===== config.mk =====
export PLATFORM = sky130hd
export DESIGN_NAME = multiplicador_secuencial_param
export DESIGN_NICKNAME = d
export VERILOG_FILES = /design/src/rtl/multiplicador_secuencial_param.sv
export SDC_FILE = /design/constraint.sdc
export NUM_CORES = 1
export LEC_CHECK = 0
export BUFFER_PORTS_ARGS = -buffer_cell sky130_fd_sc_hd__clkbuf_2
export CAP_MARGIN = 20
export CORE_AREA = 2 2 85 87
export CTS_CLUSTER_DIAMETER = 30
export DETAILED_ROUTE_END_ITERATION = 8
export DIE_AREA = 0 0 87 89
export HOLD_SLACK_MARGIN = 0.12
export PLACE_DENSITY = 0.79
export SYNTH_ARGS = -nofsm -noshare
export SYNTH_HDL_FRONTEND = slang
export SYNTH_SLANG_ARGS = --single-unit

===== constraint.sdc =====
create_clock -name clk -period 2.8 [get_ports clk]
set_input_delay 0.28 -clock clk [delete_from_list [all_inputs] [get_ports clk]]
set_output_delay 0.28 -clock clk [all_outputs]
set_load 0.02 [all_outputs]

===== src/rtl/multiplicador_secuencial_param.sv =====
//------------------------------------------------------------------------------
// multiplicador_secuencial_param
//
// Sequential shift-add multiplier, WIDTH x WIDTH -> 2*WIDTH product, with a
// runtime signed/unsigned mode. Operands are reduced to magnitudes on accept,
// multiplied as unsigned numbers, and the sign is re-applied in one final
// step. The loop exits as soon as the multiplier register reaches zero, so
// small multipliers finish early. The done flag is held for DONE_HOLD cycles
// or until the processor acknowledges the result.
//
// Parameters
//   WIDTH      operand width in bits (>= 2)
//   DONE_HOLD  maximum cycles done stays high without ack (>= 1)
//
// Ports
//   clk     in   1        system clock, rising edge
//   rst     in   1        asynchronous reset, active high
//   init    in   1        start request, sampled only in IDLE
//   sgn     in   1        1 = two's-complement operands/result, 0 = unsigned
//   ack     in   1        result consumed, ends DONE early
//   op_a    in   WIDTH    multiplicand, sampled with init
//   op_b    in   WIDTH    multiplier, sampled with init
//   result  out  2*WIDTH  product, valid while done, held until next init
//   busy    out  1        high whenever the FSM is not in IDLE
//   done    out  1        high only in DONE
//------------------------------------------------------------------------------
module multiplicador_secuencial_param #(
   parameter int WIDTH     = 8,
   parameter int DONE_HOLD = 32
) (
   input  logic               clk,
   input  logic               rst,
   input  logic               init,
   input  logic               sgn,
   input  logic               ack,
   input  logic [WIDTH-1:0]   op_a,
   input  logic [WIDTH-1:0]   op_b,
   output logic [2*WIDTH-1:0] result,
   output logic               busy,
   output logic               done
);

   // Counter only needs to reach DONE_HOLD-1; keep at least one bit so the
   // DONE_HOLD=1 case still elaborates.
   localparam int HOLD_W = (DONE_HOLD > 1) ? $clog2(DONE_HOLD) : 1;
   localparam logic [HOLD_W-1:0] HOLD_LAST = HOLD_W'(DONE_HOLD - 1);

   typedef enum logic [2:0] {
      S_IDLE,
      S_CHECK,
      S_ADD,
      S_SHIFT,
      S_FIX,
      S_DONE
   } state_t;

   state_t              state, state_nxt;
   logic [2*WIDTH-1:0]  areg;
   logic [WIDTH-1:0]    breg;
   logic [2*WIDTH-1:0]  acc;
   logic                neg;
   logic [HOLD_W-1:0]   hold_cnt;

   // Operand magnitudes. Negating the most negative value wraps back to
   // 2^(WIDTH-1), which is exactly the right magnitude when read unsigned.
   logic [WIDTH-1:0]    mag_a, mag_b;
   logic                neg_in;

   always_comb begin
      mag_a  = (sgn && op_a[WIDTH-1]) ? (~op_a + 1'b1) : op_a;
      mag_b  = (sgn && op_b[WIDTH-1]) ? (~op_b + 1'b1) : op_b;
      neg_in = sgn & (op_a[WIDTH-1] ^ op_b[WIDTH-1]);
   end

   //---------------------------------------------------------------------------
   // State register
   //---------------------------------------------------------------------------
   // NOTE: sequential state uses non-blocking assignments so every register
   // samples the pre-edge values regardless of statement order.
   always_ff @(posedge clk or posedge rst) begin
      if (rst) begin
         state <= S_IDLE;
      end else begin
         state <= state_nxt;
      end
   end

   //---------------------------------------------------------------------------
   // Next-state and output decode
   //---------------------------------------------------------------------------
   always_comb begin
      // NOTE: defaults first so no path leaves a variable unassigned, which
      // would otherwise infer a latch.
      state_nxt = state;
      busy      = 1'b1;
      done      = 1'b0;

      unique case (state)
         S_IDLE: begin
            busy = 1'b0;
            if (init) state_nxt = S_CHECK;
         end
         S_CHECK: begin
            if (breg == '0)      state_nxt = S_FIX;
            else if (breg[0])    state_nxt = S_ADD;
            else                 state_nxt = S_SHIFT;
         end
         S_ADD:   state_nxt = S_SHIFT;
         S_SHIFT: state_nxt = S_CHECK;
         S_FIX:   state_nxt = S_DONE;
         S_DONE: begin
            done = 1'b1;
            // Ack and hold expiry lead to the same place, so no priority
            // between them is needed.
            if (ack || hold_cnt == HOLD_LAST) state_nxt = S_IDLE;
         end
         default: state_nxt = S_IDLE;
      endcase
   end

   //---------------------------------------------------------------------------
   // Datapath
   //---------------------------------------------------------------------------
   always_ff @(posedge clk or posedge rst) begin
      if (rst) begin
         areg     <= '0;
         breg     <= '0;
         acc      <= '0;
         neg      <= 1'b0;
         hold_cnt <= '0;
         result   <= '0;
      end else begin
         unique case (state)
            S_IDLE: begin
               if (init) begin
                  areg <= {{WIDTH{1'b0}}, mag_a};
                  breg <= mag_b;
                  neg  <= neg_in;
                  acc  <= '0;
               end
            end
            S_ADD: begin
               // Magnitudes fit in 2*WIDTH bits, so the sum cannot overflow.
               acc <= acc + areg;
            end
            S_SHIFT: begin
               areg <= areg << 1;
               breg <= breg >> 1;
            end
            S_FIX: begin
               // Negating a zero accumulator yields zero: no negative zero.
               result   <= neg ? (~acc + 1'b1) : acc;
               hold_cnt <= '0;
            end
            S_DONE: begin
               hold_cnt <= hold_cnt + 1'b1;
            end
            default: ;
         endcase
      end
   end

endmodule


==> qor.yml, run 1 <==
via_per_inst: 5.91
tightest_slew_ns: 0.538
power_per_cell_area_nw_per_um2: 1110
cts_tree: "done"
fin_tns_setup_ns: 0
async_reset_ff_frac: 1.00
crit_family: "compound AO/OA/AOI/OAI gates"
drcViolationCount: 0
fin_crit_ns: 2.62
grt-ovfl-total: 0
grt_start_max_net_pins: 38
worstSetupStartpointType: "register"
fin_crit_sh: 0.935
portBuffers: 38
layout_common_cells: "dfrtp_1 (65), nand2_1 (51), clkbuf_2 (38)"
final_common_cell: "dfrtp_1"
initial_core_util: 0.584
drtPass1Iterations: 5
ys.warnings.count: 0
antenna_found_initial: 0
ys.flop_type: "dfrtp_1"
arrival_ns: 2.85
vias: 3330
max_slew_margin: 0.640
cts_buffers: 9
crit_slowest_cell: "dfrtp_1"
rrSetupSlack_ns: 0.18
setup_viol: 0
cts_max_level: 3
fmax_ghz: 0.382
die-area_um2: 7740
drv_slew: 0
antennaDiodeCount: 0
end_kind: "register"
drt-wirelength-per-cell_um: 14.8
fp-row-count: 30
worstPathMaxFanout: 5
crit_path_cell_trace: "ha_1 > inv_1 > fa_1 > nand2b_1 > a21oi_2 > o21ai_2 > a21oi_2 > o2111ai_1 > a21bo_1 > a21o_1 > a32o_1"
layout_setup_ws_ns: 0.181
area_delta_synth_final_pct: 12.4
track_usage: 0.235
cts_sinks: 65
drtIter0Drc: 175
clockRootBuffer: "clkbuf_8"
finish.utilization: 0.656
clk_latency_ns: 0.34
syn_avg_cell_area_um2: 8.89
crit_type: "register to register"
detail-route-antenna-nets: 0
required_ns: 3.03
die_y_um: 89
gp_congestion: 0.900
maxCapViolations: 0
cts.path.max_buffers: 2
p_leak_nw: 2.06
fin_nets: 520
peakVddDrop_v: 0.000413
drive_above_1_share: 0.164
grt_pass1_wl_um: 14500
yosysSeqAreaShare: 0.415
wl_um: 8310
yosysUniqueCellTypes: 52
clkTransAtPathRegs_ns: 0.07
first_global_vias: 3216
pin_count: 39
rsz0062_at_grt: "no"
die_w_um: 87
synth-edff-count: 0
path_buf_inv: 1
synth_cells: 441
holdPathStages: 3
fin_worst_skew_ns: 0.00614
reg2regPathDepth: 11
cts_resized: 0
outcome: "finished clean"
crit_top_cell: "a21oi_2"
worst_hold_slack_ns: 0.219
slowest_delay_ns: 0.41
syn_area_um2: 3920
dp_slack_ns: 0.230
crit_cells: 11
synth_seq_cells: 65
core_um2: 6720
hpwl_um: 6050
fillCellCount: 565
final_hold_viol_count: 0
synth_nets: 483
hold_path.class: "primary input to register"
==> worst register-to-register path, delay by kind of cell (launching register included) <==
| kind | cells | cell delay (ns) |
|---|---|---|
| buffers and inverters | 1 | 0.07 |
| AND/OR/NAND/NOR | 1 | 0.19 |
| AO/OA/AOI/OAI | 7 | 1.22 |
| adder cells (fa/ha/maj) | 2 | 0.64 |
| flip-flops | 1 | 0.41 |
==> sequential cells by signal, indices dropped and copies added, names as in the netlist <==
signal and count:
areg 16, breg 8, hold_cnt 5, acc 16, result 16, state 3
neg 1
==> layer usage <==
metal | GRT usage | share of wire | up-vias | wire (µm)
met5 | 0 | 0 | - | 0
met2 | 0.402 | 0.49 | 77 | 4040
met1 | 0.298 | 0.46 | 1603 | 3810
met4 | 0.0838 | 0.018 | 0 | 153
met3 | 0.0471 | 0.036 | 16 | 303
li1 | - | - | 1634 | -
==> area by class of cell <==
type	count	area, µm²	area share
clock buffer	14	173	0.0392
clock inverter	2	35.0	0.00795
inverter	22	82.6	0.0187
multi-input combinational	334	2140	0.485
sequential	65	1630	0.369
tap	80	100	0.0227
timing repair buffer	46	253	0.0573
==> synth_stat cells, drive strengths merged (2+ instances only) <==
library cell  count  area, µm²
buf               2       10.0
nor2             36        135
nor2b             2       12.5
nand3            32        160
o31ai            11       96.3
mux2i             3       30.0
a21oi            35        190
xnor2            15        131
nor3             11       55.1
a32o              2       20.0
or4               4       30.0
a22o              2       17.5
o21ai            36        195
ha               20        250
a31oi             5       31.3
nand2b            2       12.5
or3               3       18.8
nor3b             2       15.0
and2              3       18.8
nand2            52        198
mux2              2       22.5
clkbuf           18       67.6
a22oi            11       82.6
dfrtp            65       1630
a21o              4       30.0
nor4              2       18.8
a221o             2       20.0
inv              22       82.6
xor2             20        175
==> path summary, 6_finish.rpt <==
path,start,to
min in group asynchronous,rst,result[14]
hold reg to reg,hold_cnt[4],hold_cnt[4]
max in group asynchronous,rst,result[0]
setup / recovery,acc[0],acc[12]
hold / removal,op_b[7],breg[7]
setup reg to reg,acc[0],acc[12]
==> what timing repair did <==
item,CTS,global route
hold buffers,1,0
setup buffers,0,0
endpoints found under the hold margin,65,0
==> metrics by stage <==
step / total power [mW] / area [µm²] / cells
floorplan: 3.46 / 3920 / 441
global placement: 3.97 / 4190 / 546
detailed placement: 4.05 / 4190 / 546
CTS: 4.91 / 4410 / 563
global route: 5.30 / 4410 / 563
finish: 4.89 / 4410 / 563
==> logic make-up after synthesis <==
logic type,after synthesis,synth area share
xor gates and xnor gates,35,0.0782
and+or+nand+nor,152,0.177
muxes,5,0.0134
adders and majority gates,21,0.0689
DFF,65,0.415
buffers and inverters,42,0.0408
AOI/OAI and AO/OA,121,0.207
==> power breakdown <==
group	switching (mW)	total (mW)	internal, mW
Clock	0.348	0.832	0.484
Combinational	1.38	2.32	0.943
Sequential	0.406	1.73	1.32
Total	2.14	4.89	2.75
Note: power is estimated with default switching activity, not from simulation.
==> run 2, diff against run 1 <==
--- a/config.mk
+++ b/config.mk
@@ -7,12 +7,13 @@
 export LEC_CHECK = 0
 export BUFFER_PORTS_ARGS = -buffer_cell sky130_fd_sc_hd__clkbuf_2
 export CAP_MARGIN = 20
-export CORE_AREA = 2 2 85 87
+export CORE_AREA = 2 2 103 105
 export CTS_CLUSTER_DIAMETER = 30
 export DETAILED_ROUTE_END_ITERATION = 8
-export DIE_AREA = 0 0 87 89
+export DIE_AREA = 0 0 105 107
 export HOLD_SLACK_MARGIN = 0.12
-export PLACE_DENSITY = 0.79
+export PLACE_DENSITY = 0.57
+export SETUP_SLACK_MARGIN = 0.3
 export SYNTH_ARGS = -nofsm -noshare
 export SYNTH_HDL_FRONTEND = slang
 export SYNTH_SLANG_ARGS = --single-unit
==> qor.yml, run 2 (same netlist as run 1, synthesis figures left out) <==
grt_pass1_wl_um: 14600  # was 14500 µm
crit_path_cell_trace: "ha_4 > inv_1 > fa_2 > nand2b_4 > a21oi_2 > o21ai_2 > a21oi_2 > o2111ai_1 > a21bo_1 > a21o_1 > a32o_1"  # was ha_1 > inv_1 > fa_1 > nand2b_1 > a21oi_2 > o21ai_2 > a21oi_2 > o2111ai_1 > a21bo_1 > a21o_1 > a32o_1
p_clk_frac: 0.184  # was 0.170
drtPass1Iterations: 4  # was 5
maxCapViolations: 0  # unchanged
power_per_cell_area_nw_per_um2: 1090  # was 1110 nW/µm²
fin_nets: 523  # was 520
core_um2: 10100  # was 6720 µm²
portBuffers: 38  # unchanged
tightest_slew_ns: 0.748  # was 0.538 ns
crit_slowest_cell: "dfrtp_1"  # unchanged
reg_top3: "acc: 16 flops, areg: 16 flops, result: 16 flops"  # unchanged
p_sw_mw: 2.16  # was 2.14 mW
crit_top_cell: "a21oi_2"  # unchanged
end_kind: "register"  # unchanged
final_common_cell: "dfrtp_1"  # unchanged
path_buf_inv: 1  # unchanged
gp_congestion: 0.842  # was 0.900
initial_core_util: 0.389  # was 0.584
cts.path.max_buffers: 2  # unchanged
p_leak_nw: 2.09  # was 2.06 nW
drtIter0Drc: 130  # was 175
fp-row-count: 37  # was 30
area_delta_synth_final_pct: 16.1  # was 12.4%
die-area_um2: 11200  # was 7740 µm²
swShare: 0.434  # was 0.437
fmax_ghz: 0.412  # was 0.382 GHz
grt-ovfl-total: 0  # unchanged
final_hold_viol_count: 0  # unchanged
drive_above_1_share: 0.183  # was 0.164
antennaDiodeCount: 0  # unchanged
cts_buffers: 9  # unchanged
peakVddDrop_v: 0.000414  # was 0.000413 V
rsz0062_at_grt: "yes"  # was no
cts_sinks: 65  # unchanged
crit_type: "register to register"  # unchanged
fin_tns_setup_ns: 0  # unchanged
worstPathMaxFanout: 3  # was 5
grt_start_max_net_pins: 38  # unchanged
slowest_delay_ns: 0.41  # about the same
internal-power_mw: 2.82  # was 2.75 mW
clk_latency_ns: 0.34  # about the same
layout_common_cells: "dfrtp_1 (65), nand2_1 (51), clkbuf_2 (38)"  # unchanged
power_frac_comb: 0.469  # was 0.475
first_global_vias: 2982  # was 3216
fin_crit_ns: 2.43  # was 2.62 ns
crit_family: "compound AO/OA/AOI/OAI gates"  # unchanged
fin_crit_sh: 0.866  # was 0.935
hpwl_um: 6230  # was 6050 µm
track_usage: 0.161  # was 0.235
die_w_um: 105  # was 87 µm
wl_um: 8500  # was 8310 µm
fillCellCount: 1030  # was 565
finalNonFillerCells: 622  # was 563
setup_viol: 0  # unchanged
placedCellCount: 603  # was 546
outcome: "finished clean"  # unchanged
pin_count: 39  # unchanged
cts_max_level: 3  # unchanged
drcViolationCount: 0  # unchanged
required_ns: 3.03  # about the same
max_slew_margin: 0.500  # was 0.640
hold_path.class: "primary input to register"  # unchanged
die_y_um: 107  # was 89 µm
clkTransAtPathRegs_ns: 0.08  # was 0.07 ns
vias: 3211  # was 3330
drt-wirelength-per-cell_um: 13.7  # was 14.8 µm
drv_slew: 0  # unchanged
detail-route-antenna-nets: 0  # unchanged
arrival_ns: 2.65  # was 2.85 ns
fin_worst_skew_ns: 0.0131  # was 0.00614 ns
via_per_inst: 5.16  # was 5.91
clockRootBuffer: "clkbuf_8"  # unchanged
pwr-share-seq: 0.348  # was 0.354
worstSetupStartpointType: "register"  # unchanged
antenna_found_initial: 0  # unchanged
cts_tree: "done"  # unchanged
[run 2: cell count changes in the layout (fill, tap and decap cells not counted), moves of 2 or more]
cell	before	now
buf_4	7	10
clkinv_4	0	3
clkbuf_1	2	0
clkbuf_8	12	10
ha_1	20	18
[run 2: metal layers]
metal / up-vias / global-route usage / share of wire
li1: 1642 / - / -
met1: 1509 / 0.225 / 0.49
met2: 53 / 0.260 / 0.47
met3: 7 / 0.0213 / 0.032
met4: 0 / 0.0543 / 0.011
met5: - / 0 / 0
[run 2: power by group through the flow]
stage / clock [mW] / sequential [mW] / combinational (mW)
floorplan: 0 / 1.73 / 1.73
global placement: 0 / 1.73 / 2.28
detailed placement: 0 / 1.75 / 2.30
CTS: 0.934 / 1.73 / 2.34
global route: 0.978 / 1.80 / 2.67
finish: 0.914 / 1.73 / 2.33
[run 2: worst min-delay path, stage by stage]
cell	delay [ns]
clkbuf_2	0.12
nand3_1	0.08
nand2_1	0.05
[run 2: timing repair]
item	4_1_cts	5_1_grt
setup buffers	2	0
gates resized for setup	2	4
pin swaps	1	1
hold buffers	1	0
endpoints found under the setup margin	1	2
cloned	0	0
hold endpoints to repair	20	0
[run 2: final timing paths]
path	end	startpoint	slack, ns	cells past startpoint
worst max-delay path	acc[12]	areg[0]	0.37	11
max in group asynchronous	breg[6]	rst	1.58	4
worst min-delay path	breg[7]	op_b[7]	0.23	3
worst max register to register	acc[12]	areg[0]	0.37	11
worst min register to register	hold_cnt[4]	hold_cnt[4]	0.48	2
min in group asynchronous	acc[5]	rst	0.51	3
[run 2: layout make-up]
type | instances | area (µm²) | share of cell area
clock inverters | 6 | 91.3 | 0.0201
multi-input cells | 334 | 2170 | 0.477
inverters | 22 | 82.6 | 0.0181
well taps | 136 | 170 | 0.0374
flip-flops and latches | 65 | 1630 | 0.357
clock buffers | 10 | 138 | 0.0302
repair buffers | 49 | 275 | 0.0604
[run 2: through the flow]
stage	cell area, µm²	setup WS, ns	power (mW)	hold WS [ns]	util
floorplan	3920	0.394	3.46	0.408	-
global placement	4270	0.260	4.01	0.316	0.423
detailed placement	4270	0.207	4.05	0.322	0.423
CTS	4530	0.310	5.00	0.218	0.449
global route	4550	0.280	5.45	0.260	0.451
finish	4550	0.374	4.98	0.226	0.451
